<file path="src/rtl/orv64_itb_dump_reader_if.sv">
// Bus bundle for the ITB dump reader: trace-RAM debug access port plus the
// valid/ready entry stream toward the debug unit.
interface orv64_itb_dump_reader_if #(
  parameter int ITB_AW = 4,
  parameter int ITB_DW = 39
);
  logic              itb_en;
  logic              itb_rw;
  logic [ITB_AW-1:0] itb_addr;
  logic [ITB_DW-1:0] itb_din;
  logic [ITB_DW-1:0] itb_dout;
  logic              out_valid;
  logic              out_ready;
  logic [ITB_DW-1:0] out_data;
  logic [ITB_AW:0]   out_idx;
  logic              out_last;

  modport master (
    output itb_en, itb_rw, itb_addr, itb_din,
    input  itb_dout,
    output out_valid, out_data, out_idx, out_last,
    input  out_ready
  );

  modport slave (
    input  itb_en, itb_rw, itb_addr, itb_din,
    output itb_dout,
    input  out_valid, out_data, out_idx, out_last,
    output out_ready
  );
endinterface

</file>
<file path="src/rtl/orv64_itb_dump_reader.sv">
// ORV64 ITB dump reader: walks the trace RAM oldest-first and streams entries out.
// ORV64_ITB_DUMP_CLEAR_EN enables clear-on-read (each read followed by a zero write).
module orv64_itb_dump_reader #(
  parameter int ITB_AW = 4,
  parameter int ITB_DW = 39
) (
  input  logic                    clk,
  input  logic                    rst,
  input  logic                    start,
  input  logic                    abort,
  input  logic [ITB_AW-1:0]       last_ptr,
  input  logic                    buf_wrapped,
  input  logic                    buf_empty,
  output logic                    busy,
  output logic                    done,
  orv64_itb_dump_reader_if.master bus
);
  localparam int CW = ITB_AW + 1;
  localparam logic [ITB_AW-1:0] ONE_A = 1;
  localparam logic [CW-1:0]     ONE_C = 1;

  typedef enum logic [1:0] {ST_IDLE, ST_RD, ST_DRAIN, ST_DONE} state_e;

  state_e                 state_q, state_d;
  logic [ITB_AW-1:0]      base_q, base_d;
  logic [CW-1:0]          total_q, total_d;
  logic [CW-1:0]          issued_q, issued_d;
  logic                   inflight_q, inflight_d;
  logic                   inflight_last_q, inflight_last_d;
  logic [CW-1:0]          inflight_idx_q, inflight_idx_d;
  logic [1:0][ITB_DW-1:0] fifo_data_q, fifo_data_d;
  logic [1:0][CW-1:0]     fifo_idx_q, fifo_idx_d;
  logic [1:0]             fifo_last_q, fifo_last_d;
  logic                   wr_ptr_q, wr_ptr_d;
  logic                   rd_ptr_q, rd_ptr_d;
  logic [1:0]             fifo_cnt_q, fifo_cnt_d;
  logic                   pop, issue, wr_blk;
  logic [2:0]             occ;
  logic [ITB_AW-1:0]      rd_addr;

  assign rd_addr = base_q + issued_q[ITB_AW-1:0];

  always_comb begin
    state_d         = state_q;
    base_d          = base_q;
    total_d         = total_q;
    issued_d        = issued_q;
    inflight_d      = 1'b0;
    inflight_last_d = inflight_last_q;
    inflight_idx_d  = inflight_idx_q;
    fifo_data_d     = fifo_data_q;
    fifo_idx_d      = fifo_idx_q;
    fifo_last_d     = fifo_last_q;
    wr_ptr_d        = wr_ptr_q;
    rd_ptr_d        = rd_ptr_q;

    // Occupancy counts the slot freed by this cycle's pop so a full-rate stream never bubbles
    pop   = (fifo_cnt_q != 2'd0) && bus.out_ready;
    occ   = {1'b0, fifo_cnt_q} + {2'b0, inflight_q} - {2'b0, pop};
    issue = (state_q == ST_RD) && (issued_q != total_q) && (occ < 3'd2) && !wr_blk;

    if (issue) begin
      issued_d        = issued_q + ONE_C;
      inflight_d      = 1'b1;
      inflight_idx_d  = issued_q;
      inflight_last_d = (issued_q == total_q - ONE_C);
    end
    if (inflight_q) begin
      fifo_data_d[wr_ptr_q] = bus.itb_dout;
      fifo_idx_d[wr_ptr_q]  = inflight_idx_q;
      fifo_last_d[wr_ptr_q] = inflight_last_q;
      wr_ptr_d              = ~wr_ptr_q;
    end
    if (pop) rd_ptr_d = ~rd_ptr_q;
    fifo_cnt_d = fifo_cnt_q + {1'b0, inflight_q} - {1'b0, pop};

    unique case (state_q)
      ST_IDLE: if (start) begin
        state_d  = ST_RD;
        issued_d = '0;
        base_d   = '0;
        if (buf_wrapped) begin
          base_d  = last_ptr + ONE_A;
          total_d = {1'b1, {ITB_AW{1'b0}}};
        end else if (buf_empty) begin
          total_d = '0;
        end else begin
          total_d = {1'b0, last_ptr} + ONE_C;
        end
      end
      ST_RD:    if (issued_q == total_q) state_d = ST_DRAIN;
      ST_DRAIN: if (!inflight_d && fifo_cnt_d == 2'd0) state_d = ST_DONE;
      ST_DONE:  state_d = ST_IDLE;
      default:  state_d = ST_IDLE;
    endcase

    // A read already on the RAM port still completes, but its data is dropped
    if (abort && state_q != ST_IDLE) begin
      state_d    = ST_IDLE;
      inflight_d = 1'b0;
      fifo_cnt_d = 2'd0;
      wr_ptr_d   = 1'b0;
      rd_ptr_d   = 1'b0;
    end
  end

  always_ff @(posedge clk) begin
    if (rst) begin
      state_q         <= ST_IDLE;
      base_q          <= '0;
      total_q         <= '0;
      issued_q        <= '0;
      inflight_q      <= 1'b0;
      inflight_last_q <= 1'b0;
      inflight_idx_q  <= '0;
      fifo_data_q     <= '0;
      fifo_idx_q      <= '0;
      fifo_last_q     <= '0;
      wr_ptr_q        <= 1'b0;
      rd_ptr_q        <= 1'b0;
      fifo_cnt_q      <= 2'd0;
    end else begin
      state_q         <= state_d;
      base_q          <= base_d;
      total_q         <= total_d;
      issued_q        <= issued_d;
      inflight_q      <= inflight_d;
      inflight_last_q <= inflight_last_d;
      inflight_idx_q  <= inflight_idx_d;
      fifo_data_q     <= fifo_data_d;
      fifo_idx_q      <= fifo_idx_d;
      fifo_last_q     <= fifo_last_d;
      wr_ptr_q        <= wr_ptr_d;
      rd_ptr_q        <= rd_ptr_d;
      fifo_cnt_q      <= fifo_cnt_d;
    end
  end

`ifdef ORV64_ITB_DUMP_CLEAR_EN
  logic              wr_pend_q, wr_pend_d;
  logic [ITB_AW-1:0] wr_addr_q, wr_addr_d;

  // The zero write is committed once its read issues; abort does not cancel it
  always_comb begin
    wr_pend_d = issue;
    wr_addr_d = issue ? rd_addr : wr_addr_q;
  end

  always_ff @(posedge clk) begin
    if (rst) begin
      wr_pend_q <= 1'b0;
      wr_addr_q <= '0;
    end else begin
      wr_pend_q <= wr_pend_d;
      wr_addr_q <= wr_addr_d;
    end
  end

  assign wr_blk       = wr_pend_q;
  assign bus.itb_en   = issue | wr_pend_q;
  assign bus.itb_rw   = wr_pend_q;
  assign bus.itb_addr = wr_pend_q ? wr_addr_q : (issue ? rd_addr : '0);
`else
  assign wr_blk       = 1'b0;
  assign bus.itb_en   = issue;
  assign bus.itb_rw   = 1'b0;
  assign bus.itb_addr = issue ? rd_addr : '0;
`endif
  assign bus.itb_din  = '0;

  assign bus.out_valid = (fifo_cnt_q != 2'd0);
  assign bus.out_data  = fifo_data_q[rd_ptr_q];
  assign bus.out_idx   = fifo_idx_q[rd_ptr_q];
  assign bus.out_last  = fifo_last_q[rd_ptr_q];
  assign busy          = (state_q != ST_IDLE);
  assign done          = (state_q == ST_DONE);
endmodule

</file>
<file path="src/flat_wrapper.sv">
// flat-port wrapper written by rule: the top's interface ports become plain ports
module orv64_itb_dump_reader_flat 
#(
  parameter int ITB_AW = 4,
  parameter int ITB_DW = 39
)
  (clk, rst, start, abort, last_ptr, buf_wrapped, buf_empty, busy, done, bus_itb_en, bus_itb_rw, bus_itb_addr, bus_itb_din, bus_itb_dout, bus_out_valid, bus_out_data, bus_out_idx, bus_out_last, bus_out_ready);
  orv64_itb_dump_reader_if #(.ITB_AW(ITB_AW), .ITB_DW(ITB_DW)) bus_i ();
  input  logic clk;
  input  logic rst;
  input  logic start;
  input  logic abort;
  input  logic [ITB_AW-1:0] last_ptr;
  input  logic buf_wrapped;
  input  logic buf_empty;
  output logic busy;
  output logic done;
  output wire logic [$bits(bus_i.itb_en)-1:0] bus_itb_en;
  output wire logic [$bits(bus_i.itb_rw)-1:0] bus_itb_rw;
  output wire logic [$bits(bus_i.itb_addr)-1:0] bus_itb_addr;
  output wire logic [$bits(bus_i.itb_din)-1:0] bus_itb_din;
  input wire logic [$bits(bus_i.itb_dout)-1:0] bus_itb_dout;
  output wire logic [$bits(bus_i.out_valid)-1:0] bus_out_valid;
  output wire logic [$bits(bus_i.out_data)-1:0] bus_out_data;
  output wire logic [$bits(bus_i.out_idx)-1:0] bus_out_idx;
  output wire logic [$bits(bus_i.out_last)-1:0] bus_out_last;
  input wire logic [$bits(bus_i.out_ready)-1:0] bus_out_ready;
  assign bus_itb_en = bus_i.itb_en;
  assign bus_itb_rw = bus_i.itb_rw;
  assign bus_itb_addr = bus_i.itb_addr;
  assign bus_itb_din = bus_i.itb_din;
  assign bus_i.itb_dout = bus_itb_dout;
  assign bus_out_valid = bus_i.out_valid;
  assign bus_out_data = bus_i.out_data;
  assign bus_out_idx = bus_i.out_idx;
  assign bus_out_last = bus_i.out_last;
  assign bus_i.out_ready = bus_out_ready;
  orv64_itb_dump_reader #(.ITB_AW(ITB_AW), .ITB_DW(ITB_DW)) u_core (.clk(clk), .rst(rst), .start(start), .abort(abort), .last_ptr(last_ptr), .buf_wrapped(buf_wrapped), .buf_empty(buf_empty), .busy(busy), .done(done), .bus(bus_i));
endmodule
</file>
<file path="config.mk">
export PLATFORM = sky130hd
export DESIGN_NAME = orv64_itb_dump_reader_flat
export DESIGN_NICKNAME = d
export VERILOG_FILES = /design/src/rtl/orv64_itb_dump_reader_if.sv /design/src/rtl/orv64_itb_dump_reader.sv /design/src/flat_wrapper.sv
export SDC_FILE = /design/constraint.sdc
export NUM_CORES = 1
export LEC_CHECK = 0
export CORE_UTILIZATION = 44
export DETAILED_ROUTE_END_ITERATION = 12
export PLACE_DENSITY = 0.76
export SYNTH_ARGS = -nofsm -noshare
export SYNTH_HDL_FRONTEND = slang
export SYNTH_SLANG_ARGS = --single-unit
</file>
<file path="constraint.sdc">
create_clock -name clk -period 3.74 [get_ports clk]
set_input_delay 0.935 -clock clk [delete_from_list [all_inputs] [get_ports clk]]
set_output_delay 0.935 -clock clk [all_outputs]
set_load 0.01 [all_outputs]
</file>
==> results.txt, run 1 <==
The first global-routing pass estimated roughly 21000 um of wire. The clock-pin slew on the worst setup and hold paths is 0.05 ns. The max-slew violation total from the final report came out at 0. The net count reported at finish came out at approximately 810.

The global routing usage on met2 is 36.81%. The cell-internal power is 0.002761 W. The total number of vias is ~4600.

The final reports fail on design-rule violations. In the layout the commonest cells are sky130_fd_sc_hd__nand2_1 (192), sky130_fd_sc_hd__dfxtp_1 (116), sky130_fd_sc_hd__a21oi_1 (100). The count of buffer and inverter cells on the critical path is 4. The met1 capacity usage during global routing is between 20% and 30%. The post-CTS setup buffer count is 0.

The starting DRC count in detailed routing is 262. CTS placed an instance of sky130_fd_sc_hd__clkbuf_16 at the clock tree root. The fraction of the cycle the final worst path needs came out at 97.93%.

Setup repair after global routing could not meet its margin everywhere. The initial antenna violation count came out at 0. The worst register-to-register path has a setup slack of 0.88 ns. The startpoint identified for the worst hold timing path is u_core.fifo_data_q[46]. The worst-path maximum fanout came out at 5. The slowest stage of the critical path belongs to the cell sky130_fd_sc_hd__fa_2. The placed cell count is 872. The synthesized cell area came out at between 0.005 and 0.006 mm^2.

The CTS H-tree depth came out at 4. The initialized floorplan defines 40 standard-cell rows. The netlist uses 39 different library cells. The routed via count divided by cell count is 5.092. The core area is 0.01201 mm^2. The sequential group share of total power is between 30% and 40%. The pre-antenna-repair detailed-routing pass consisted of 8 iterations.

The clock buffer count from CTS is 17. The initial cell density of the core came out at 45.16%. The largest stage delay on the critical path came out at roughly 0.35 ns. The number of max-cap violations came out at 0.

The number of buffer cells added on primary ports is 102. The hold violation count in the final report is 0. The signal on the critical path passes through buf_2, and2_4, ha_4, inv_2, ha_4, fa_2, xnor2_2, nor2_2, o211ai_4, inv_2, and2_4, buf_6.

The maximum clock path buffer count came out at 2. The gate family responsible for the most delay along the worst path is adder cells. The total placed instance area came out at about 0.0064 mm^2. Headroom to the max-slew limit came out at 21.46%. For this run, the leading register cell type out of synthesis is sky130_fd_sc_hd__dfxtp_1. The run finished, with violations left. Routability-driven placement finished with a final weighted congestion of 0.8048. The final antenna-violating net count is 0. The average instance area after synthesis came out at 8.281 um^2. The area growth from synthesis to layout is 29.27%.

The ratio of cells with drive above 1 in the final layout is 14.81%. Across every metal layer, demand over resource in global routing totals a little over a fifth. Counting flops with an async set or reset pin after synthesis yields a share of 0%. The wire length per cell after detailed routing is 14.57 um.

For this design the top-level I/O count stands at 143. In this run the critical register-to-register path is launched from u_core.fifo_cnt_q[0]. Entering global routing, the biggest net connects about 110 pins.

The clock sink total came out at 117. By startpoint and endpoint, the worst setup path is classified as in2out. The Yosys warning count came out at 0.

The element type at the critical path end is a primary output. The worst register-to-register path ends at u_core.inflight_last_q. The sum of net half-perimeters after detailed placement is 8245 um.

Across the routed clock network, the largest skew measured is 0.007118 ns. The number of antenna cells inserted came out at 0. STA classifies the critical path startpoint as an input pin.

The share of synthesized area in the top cell type comes to a little over two fifths. The number of instances in the synthesized netlist is roughly 660. The switching part of the total power is just under 30%. The arrival time reported for the critical path endpoint is 2.73 ns. The total detailed-routing wirelength came out at 13150 um. The clock latency of the later-clocked register in the worst-skew pair came out at 0.41 ns. The die span in x is approximately 110 um. The flip-flop and latch count after synthesis is 117. TritonCTS built the clock tree. Ranked by total cell area, the synthesized netlist is headed by sky130_fd_sc_hd__dfxtp_1 (43%), sky130_fd_sc_hd__nand2_1 (13%), sky130_fd_sc_hd__mux2_2 (9.3%). The final cell count without fillers is approximately 900. Yosys mapped a number of flops with a built-in enable equal to 0. sky130_fd_sc_hd__dfxtp_1 takes more of the synthesized area than any other cell. The total net switching power is 0.001122 W.

In this run the vertical extent of the chip is 113.0 um. The global routing stage identified its most utilized layer as met2. The post-route standard cell area excluding fillers is 0.007012 mm^2. The worst path in the final design needs a cycle of 3.662 ns, including I/O delays and setup. The total power divided by cell area is 553.8 mW/mm^2. For this run, global-route usage on met3 was measured as 5.570%. The highest achievable clock rate is 0.2730 GHz. In this run the worst hold path is classified as reg2reg. Setup violations remaining at the end of the flow were counted as 0. The remaining global-route overflow is 0.

The number of DRC violations after detailed routing is 2. For the pin with the worst max-slew slack, the measured transition is 1.175 ns. The share of synthesized area occupied by flip-flops and latches is 43.18%.

The power share of the clock group is 40.8%. The share of total power in combinational logic is 23.5%. The number of cells on the worst reg-to-reg path came out at 12.

The reported leakage power came out at 2.651 nW. The worst hold path terminates at u_core.fifo_data_q[46]. The data required time of the critical path is between 2 and 3 ns.

The library cell used most frequently in the layout, excluding fill and tap cells, is sky130_fd_sc_hd__nand2_1. The die covers ~0.013 mm^2. The via count of the first global-routing pass is ~4500.

The maximum vdd ir drop is 0.2919 mV. The number of cells on the worst hold path is 2.
[power by group through the flow]
stage / registers (W) / clock network, W / logic, W
4_1_cts: 0.00139 / 0.00160 / 0.000907
3_5_place_dp: 0.00141 / 0 / 0.000874
3_3_place_gp: 0.00141 / 0 / 0.000849
6_report: 0.00139 / 0.00159 / 0.000911
2_1_floorplan: 0.00138 / 0 / 0.000595
5_1_grt: 0.00140 / 0.00167 / 0.000982
[how the worst max path moves through the flow]
stage / start / to / cells past startpoint
3_5_place_dp: bus_out_ready / bus_itb_addr[0] / 12
6_report: bus_out_ready / bus_itb_addr[0] / 12
2_1_floorplan: bus_out_ready / bus_itb_addr[2] / 10
3_3_place_gp: bus_out_ready / bus_itb_addr[0] / 12
4_1_cts: u_core.fifo_cnt_q[0] / bus_itb_addr[0] / 12
5_1_grt: bus_out_ready / bus_itb_addr[0] / 12
[through the flow]
| stage | hold WS [ns] | util (%) | worst slack (ns) | setup TNS [ns] | total power [W] |
|---|---|---|---|---|---|
| floorplan | 0.4329 | - | 0.008340 | 0 | 0.001973 |
| global placement | 0.4381 | 53.41 | -0.7778 | -3.591 | 0.002254 |
| detailed placement | 0.4449 | 53.41 | -0.8335 | -3.796 | 0.002286 |
| CTS | 0.4531 | 58.41 | 0.04530 | 0 | 0.003897 |
| global route | 0.4672 | 58.38 | -0.01293 | -0.01293 | 0.004050 |
| finish | 0.4501 | 58.38 | 0.07755 | 0 | 0.003883 |
[state kept, by name (all words and copies together), names as in the netlist, 2 cells and up]
name	cells
u_core.base_q	4
u_core.fifo_cnt_q	2
u_core.fifo_data_q	78
u_core.fifo_idx_q	10
u_core.fifo_last_q	2
u_core.inflight_idx_q	5
u_core.issued_q	5
u_core.state_q	2
u_core.total_q	5
[cell type report]
class / count / area [um^2]
well taps: 147 / 183.9
repair buffers: 111 / 1075
multi-input cells: 484 / 2778
clock buffers: 19 / 452.9
fillers: 1023 / 5000
inverters: 13 / 48.80
clock inverters: 12 / 130.1
flip-flops and latches: 117 / 2344
[cells by family (layout without fill, tap and decap cells)]
logic type	after synthesis	in the layout	synth area share, %
buf+inv	93	155	9.389
flops	117	117	43.18
other cells	1	40	0.06914
compound gates	116	116	12.00
xor+xnor	16	16	2.584
simple gates	246	246	18.64
mux	52	52	10.63
fa+ha+maj	14	14	3.506
[what timing repair did]
item	CTS	global route
hold buffers	0	0
gates resized for setup	32	2
cloned	0	0
pin swaps	10	2
setup endpoints to repair	5	3
[layer usage]
layer,wire (um),up-vias
li1,-,2261
met1,5630,2191
met2,6674,127
met3,603,19
met4,245,0
met5,0,-
[cells in the mapped netlist, drive strengths merged, types with 2 or more instances]
cell type	instances
a21oi	100
o211ai	2
nand3b	2
nand2	192
a22oi	3
and2	6
clkbuf	39
o21ai	4
nor3	4
dfxtp	117
inv	13
a21o	2
a221oi	2
mux2i	7
nand3	6
mux2	45
nor2	23
ha	12
buf	41
o31ai	2
nand4b	2
fa	2
xnor2	6
or4	4
xor2	10
nand2b	2
[worst min-delay path, stage by stage, from the launching register on]
cell	delay, ns
sky130_fd_sc_hd__dfxtp_1	0.30
sky130_fd_sc_hd__nand2_1	0.05
sky130_fd_sc_hd__a21oi_1	0.05
Power figures use the tool's default switching activity.
==> run 2, diff against run 1 <==
PLACE_DENSITY = default   (was 0.76)
PLACE_DENSITY_LB_ADDON = 0.08   (was default)
==> results.txt, run 2 (synthesis gave the netlist of run 1 again) <==
The run finished with clean final reports. The startpoint identified for the worst register-to-register timing path is u_core.fifo_cnt_q[0]. The global placer's final weighted congestion is 0.7413 (-7.9%). The CTS H-tree depth is 4 (unchanged). The maximum clock path buffer count came out at 2 (unchanged). The max-slew violation total from the final report is 0 (unchanged). The clock buffer count from CTS came out at 17 (unchanged). The first-pass iteration count of the detailed router is 4 (-4). In the layout the commonest cells are sky130_fd_sc_hd__nand2_1 (192), sky130_fd_sc_hd__dfxtp_1 (115), sky130_fd_sc_hd__a21oi_1 (100).

The via count of the first global-routing pass is 4389 (-2.9%). The clock latency of the later-clocked register in the worst-skew pair is 0.41 ns (about the same). The slack of the worst reg-to-reg path came out at 0.86 ns (-0.02 ns). The total number of vias is 4530 (-1.5%). Setup repair after global routing could not meet its margin everywhere. The post-route worst setup slack came out at 0.07016 ns (-0.007390 ns). The maximum vdd ir drop is 0.2321 mV (-20%). The number of cells on the worst reg-to-reg path was 12 (unchanged). The number of DRC violations after detailed routing is 0 (-2).

The reported leakage power is 2.703 nW (+2.0%). The final antenna-violating net count came out at 0 (unchanged). The path class of the tightest hold or removal check is reg2reg. The net count reported at finish is 812 (+0.50%). The startpoint identified for the worst hold timing path is u_core.fifo_data_q[42]. The worst-path maximum fanout came out at 5 (unchanged). The arrival time reported for the critical path endpoint was 2.73 ns (about the same). The relative slew slack was 24.03% (+2.6 points). The number of cells on the worst hold path is 2 (unchanged). Ranked by flip-flop count, first place goes to u_core.fifo_data_q. The worst setup path is captured at a primary output.

The standard-cell row count was 40 (unchanged). The number of buffers added to fix hold violations after cts is 0 (unchanged). The height of the die is 113.0 um (unchanged).

The wire length per cell after detailed routing is 14.12 um (-3.0%). The flip-flop count of the largest register, all copies and words added is 78 (unchanged). The all-layer global routing usage is 20.96% (+0.074 points). The fraction of the cycle the final worst path needs is 98.12% (+0.20 points). The filler cell count in the final layout came out at 1086 (+6.2%). The area growth from synthesis to layout came out at 31.49%. The routed via count divided by cell count was 4.989 (-2.0%). The remaining global-route overflow is 0 (unchanged). The highest achievable clock rate is 0.2725 GHz (-0.20%). The largest registers in the layout are u_core.fifo_data_q: 78 flops, u_core.fifo_idx_q: 10 flops. TritonCTS built the clock tree. The number of buffer cells added on primary ports is 102 (unchanged). The post-route standard cell area excluding fillers came out at 0.007132 mm^2 (+1.7%).

The endpoint of the most critical register-to-register path is u_core.inflight_last_q. The die span in x is 113.0 um (unchanged). For hold timing, the worst endpoint is u_core.fifo_data_q[42].

The data required time of the critical path is 2.80 ns (about the same). The area used by sequential logic in the layout is 0.002345 mm^2 (about the same). The largest net degree at the start of global routing is 112 (unchanged).

The overall die area is 0.01277 mm^2 (unchanged). The actual transition at the worst max-transition pin came out at 1.140 ns (-0.03579 ns). The critical path is of the in2out type. The total power divided by cell area came out at 573.5 mW/mm^2 (+3.6%). The clock sink total came to 117 (unchanged). The initial antenna violation count came out at 0 (unchanged). The final setup violation count is 0 (unchanged). The multi-input gate area in the final layout came out at 0.002775 mm^2 (about the same).

The post-route worst hold slack is 0.4488 ns (-0.001310 ns). The final core utilization came out at 59.38% (+1.0 points). The sum of net half-perimeters after detailed placement is 7996 um (-3.0%). The hold violation count in the final report was 0 (unchanged). The cell sitting at the root of the clock tree is a sky130_fd_sc_hd__clkbuf_16.

The worst setup skew after layout is 0.005615 ns (-0.001502 ns). The total detailed-routing wirelength is 12830 um (-2.5%). The total placed instance area is 0.006445 mm^2 (+0.47%). The number of antenna cells inserted is 0 (unchanged). The ratio of cells with drive above 1 in the final layout came out at 15.37% (+0.56 points).

The startpoint class of the critical path is an input pin. The setup slack at placement is -0.8491 ns (-0.01551 ns). Leaving out fill and tap cells, the most frequent cell in the layout is sky130_fd_sc_hd__nand2_1. The core area came out at 0.01201 mm^2 (unchanged). The final critical-path required period is 3.670 ns (+0.007390 ns).

The wire length of the first global-routing pass came out at 21020 um (-0.45%). The number of max-cap violations came to 0 (unchanged). The clock-pin slew on the worst setup and hold paths is 0.05 ns (about the same). The starting DRC count in detailed routing came out at 215 (-18%).

The initial cell density of the core came out at 45.16% (unchanged). The count of pins on the block boundary came to 143 (unchanged).
-- run 2: cell types whose count changed in the layout (fill, tap and decap cells not counted), sizes merged --
cell	delta
buf	+3
bufinv	+3
clkbuf	+2
clkinv	-5
clkinvlp	+2
-- run 2: where the power goes --
| group | internal [W] | leakage [nW] | total, W | switching (W) |
|---|---|---|---|---|
| Sequential | 0.00132 | 0.945 | 0.00138 | 0.0000573 |
| Clock | 0.00123 | 0.315 | 0.00180 | 0.000569 |
| Combinational | 0.000434 | 1.44 | 0.000911 | 0.000477 |
| Total | 0.00299 | 2.70 | 0.00409 | 0.00110 |
-- run 2: timing repair --
action / CTS / global route
resized for setup: 24 / 11
pin swaps: 8 / 10
hold endpoints to repair: 0 / 0
setup buffers: 0 / 0
endpoints found under the setup margin: 5 / 5
-- run 2: cell type report --
type / instances / area share, %
Sequential cell: 117 / 32.88
Tap cell: 147 / 2.579
Inverter: 13 / 0.7193
Clock buffer: 20 / 6.544
Clock inverter: 12 / 2.789
Timing Repair Buffer: 115 / 15.58
Multi-Input combinational cell: 484 / 38.91
-- run 2: metal layers --
| layer | wire [um] | up-vias | track usage, % |
|---|---|---|---|
| met5 | 0 | - | 0 |
| met4 | 194 | 0 | 8.246 |
| met3 | 560 | 15 | 5.142 |
| met2 | 6304 | 113 | 35.58 |
| met1 | 5764 | 2140 | 25.54 |
| li1 | - | 2262 | - |
-- run 2: worst max path at each step --
stage | startpoint | to | slack [ns] | cells past startpoint
4_1_cts | u_core.fifo_cnt_q[0] | bus_itb_addr[0] | 0.01 | 12
3_5_place_dp | bus_out_ready | bus_itb_addr[0] | -0.85 | 12
3_3_place_gp | bus_out_ready | bus_itb_addr[0] | -0.78 | 12
2_1_floorplan | bus_out_ready | bus_itb_addr[2] | 0.008 | 10
5_1_grt | bus_out_ready | bus_itb_addr[0] | -0.006 | 12
6_report | bus_out_ready | bus_itb_addr[0] | 0.07 | 12
-- run 2: through the flow --
step	std cells	TNS [ns]	total power, W
6_report	908	0	0.004090
3_3_place_gp	876	-3.594	0.002272
5_1_grt	908	-0.006082	0.004278
3_5_place_dp	876	-3.883	0.002287
4_1_cts	908	0	0.004121
2_1_floorplan	694	0	0.001973
-- run 2: worst max-delay path: stages --
cell                       delay (ns)
sky130_fd_sc_hd__buf_6           0.09
sky130_fd_sc_hd__and2_4          0.16
sky130_fd_sc_hd__ha_4            0.27
sky130_fd_sc_hd__inv_4           0.03
sky130_fd_sc_hd__ha_4            0.15
sky130_fd_sc_hd__fa_2            0.36
sky130_fd_sc_hd__xnor2_2         0.15
sky130_fd_sc_hd__nor2_2          0.15
sky130_fd_sc_hd__o211ai_4        0.13
sky130_fd_sc_hd__inv_2           0.08
sky130_fd_sc_hd__and2_4          0.14
sky130_fd_sc_hd__buf_6           0.09
==> RTL edit, RTL diff (config.mk and constraints of run 1) <==
`fifo_data_q` no longer has a reset.
--- a/src/rtl/orv64_itb_dump_reader.sv
+++ b/src/rtl/orv64_itb_dump_reader.sv
@@ -114,5 +114,4 @@
       inflight_last_q <= 1'b0;
       inflight_idx_q  <= '0;
-      fifo_data_q     <= '0;
       fifo_idx_q      <= '0;
       fifo_last_q     <= '0;
@@ -128,5 +127,4 @@
       inflight_last_q <= inflight_last_d;
       inflight_idx_q  <= inflight_idx_d;
-      fifo_data_q     <= fifo_data_d;
       fifo_idx_q      <= fifo_idx_d;
       fifo_last_q     <= fifo_last_d;
@@ -135,4 +133,8 @@
       fifo_cnt_q      <= fifo_cnt_d;
     end
+  end
+
+  always_ff @(posedge clk) begin
+    fifo_data_q <= fifo_data_d;
   end
 
Check against the original RTL: differs if rst is asserted again (counterexample within 4 cycles, from zero or initial values and one cycle with rst high); with rst held inactive, the same outputs for 4 cycles.
==> RTL edit against run 1 <==
The run ends with negative setup slack left. Sequential cell count unchanged. Design area down 2.7%. Power up 6.0%. Routed wire length down 29%. Area after synthesis down 5.9%. Critical path type unchanged. Fmax down 3.4%. Largest cell class is now sequential cells. Setup slack worse by 0.13 ns. Largest power group unchanged. Register-to-register slack better by 0.08 ns.
==> RTL edit: results (changes against run 1) <==
- Placed Area: 6201 um2 (-3.3%)
- The highest achievable clock rate was 263.9 MHz (-3.4%).
- After synthesis, the most frequently instantiated cells are sky130_fd_sc_hd__edfxtp_1, sky130_fd_sc_hd__mux2_2, sky130_fd_sc_hd__buf_4, sky130_fd_sc_hd__dfxtp_1, sky130_fd_sc_hd__nand2_1.
- Final Setup Violations: 2 (+2)
- The maximum ir drop on the vdd rail was 0.3736 mV (+28%).
* Reg-to-reg critical path endpoint: u_core.inflight_idx_q[2]
* Failing checks: negative setup slack
- Number of nets in the layout: 578 (-28%)
- The total global routing track utilization came to 16.46% (-4.4 points).
- Synth top area cells: sky130_fd_sc_hd__edfxtp_1, sky130_fd_sc_hd__dfxtp_1, sky130_fd_sc_hd__mux2_2, sky130_fd_sc_hd__buf_4, sky130_fd_sc_hd__ha_1
- The global placer's final weighted congestion was 0.7769 (-3.5%).
* Vias in the first global route: 3,131 (-31%)
- The depth of the worst register-to-register path is 13 (+1).
- Violation count after the first detailed-routing iteration: 192 (-27%)
- The number of unique standard cell types used by synthesis was 45 (+15%).
- Endpoint of the worst hold path: u_core.fifo_idx_q[3]
- Vias per cell: 4.718 (-7.3%)
- Wire length of the first global-routing pass: 14,890 um (-29%)
- The first-pass iteration count of the detailed router was 4 (-4).
- Leakage: 2.480 nW (-6.4%)
- Syn Inst Count: 393 (-40%)
- The sequential element share of the synthesized area is 61.18% (+18 points).
- Hold path startpoint: u_core.fifo_idx_q[3]
- The total placed cells including tap cells came to 632 (-28%).
- Power density cells: 603.6 nW/um2 (+9.0%)
- Number of fill cells in the layout: 873 (-15%)
- The run finished, with violations left.
- DRC: 0 (-2)
- The setup slack of the worst register-to-register path came to 0.96 ns (+0.08 ns).
* Maximum number of pins on one net before global-route repair: 46 (-59%)
- Number of synthesized flops with an enable pin: 78 (+78)
- Worst setup slack after layout: -0.04986 ns (-0.1274 ns)
- The detailed-route wire length was 9379 um (-29%).
- The signal arrival time at the worst endpoint is 2.85 ns (+0.12 ns).
- The fraction of layout instances using a drive strength above 1 came to 21.63% (+6.8 points).
* DP Wirelength: 6360 um (-23%)
[RTL edit: per-layer routing]
layer / vias up / GRT usage (%) / wire length (um)
met2: 97 / 28.30 / 4610
met5: - / 0 / 0
met1: 1487 / 19.06 / 4114
met3: 5 / 6.106 / 602
met4: 0 / 5.048 / 51
li1: 1558 / - / -
[RTL edit: area by class of cell]
class | count | share of cell area, %
clock buffers | 17 | 6.237
clock inverters | 15 | 2.642
inverters | 16 | 0.9906
multi-input cells | 245 | 25.37
flip-flops and latches | 117 | 45.83
well taps | 140 | 2.568
repair buffers | 117 | 16.36
[RTL edit: cell families (layout without fill, tap and decap cells)]
family                     count (synthesis)  in the layout  synth area share (%)
AOI/OAI and AO/OA                         38             38                 4.755
xor gates and xnor gates                  18             18                 3.088
adders and majority gates                 14             14                 3.725
buffers and inverters                     70            165                 8.480
DFF                                      117            117                 61.18
muxes                                     50             50                 10.91
other                                      1             40               0.07346
and+or+nand+nor                           85             85                 7.794
[RTL edit: how the worst max path moves through the flow]
stage                     cells past startpoint  slack, ns                 start         endpoint
after floorplan                              11      -0.05         bus_out_ready  bus_itb_addr[0]
after CTS                                    12      -0.09         bus_out_ready  bus_itb_addr[0]
final                                        12      -0.05         bus_out_ready  bus_itb_addr[0]
after detailed placement                     12      -0.89         bus_out_ready  bus_itb_addr[0]
after global placement                       12      -0.87         bus_out_ready  bus_itb_addr[0]
after global routing                         12      -0.13  u_core.fifo_cnt_q[0]  bus_itb_addr[0]
[RTL edit: critical path, stage by stage]
cell	delay, ns
sky130_fd_sc_hd__buf_6	0.09
sky130_fd_sc_hd__and2_4	0.14
sky130_fd_sc_hd__ha_4	0.21
sky130_fd_sc_hd__inv_4	0.05
sky130_fd_sc_hd__ha_4	0.11
sky130_fd_sc_hd__inv_2	0.03
sky130_fd_sc_hd__fa_1	0.53
sky130_fd_sc_hd__inv_1	0.06
sky130_fd_sc_hd__or3_4	0.42
sky130_fd_sc_hd__clkinv_4	0.06
sky130_fd_sc_hd__and2_4	0.12
sky130_fd_sc_hd__buf_6	0.09
[RTL edit: report_power, final]
| group | internal (W) | switching, W |
|---|---|---|
| clock network | 0.00105 | 0.000567 |
| logic | 0.000528 | 0.000444 |
| registers | 0.00147 | 0.0000592 |
[RTL edit: per-stage QoR]
step / setup TNS [ns] / hold WS (ns) / worst slack, ns
after global placement: -4.059 / 0.4397 / -0.8678
after global routing: -0.3928 / 0.4773 / -0.1263
after CTS: -0.2509 / 0.4526 / -0.09364
final: -0.05365 / 0.4504 / -0.04986
after floorplan: -0.04819 / 0.4329 / -0.04819
after detailed placement: -4.207 / 0.4454 / -0.8902
[RTL edit: what timing repair did]
action / in CTS / in global routing
gates resized for setup: 29 / 1
buffers inserted: 2 / 1
setup endpoints to repair: 5 / 5
pin swaps: 6 / 6
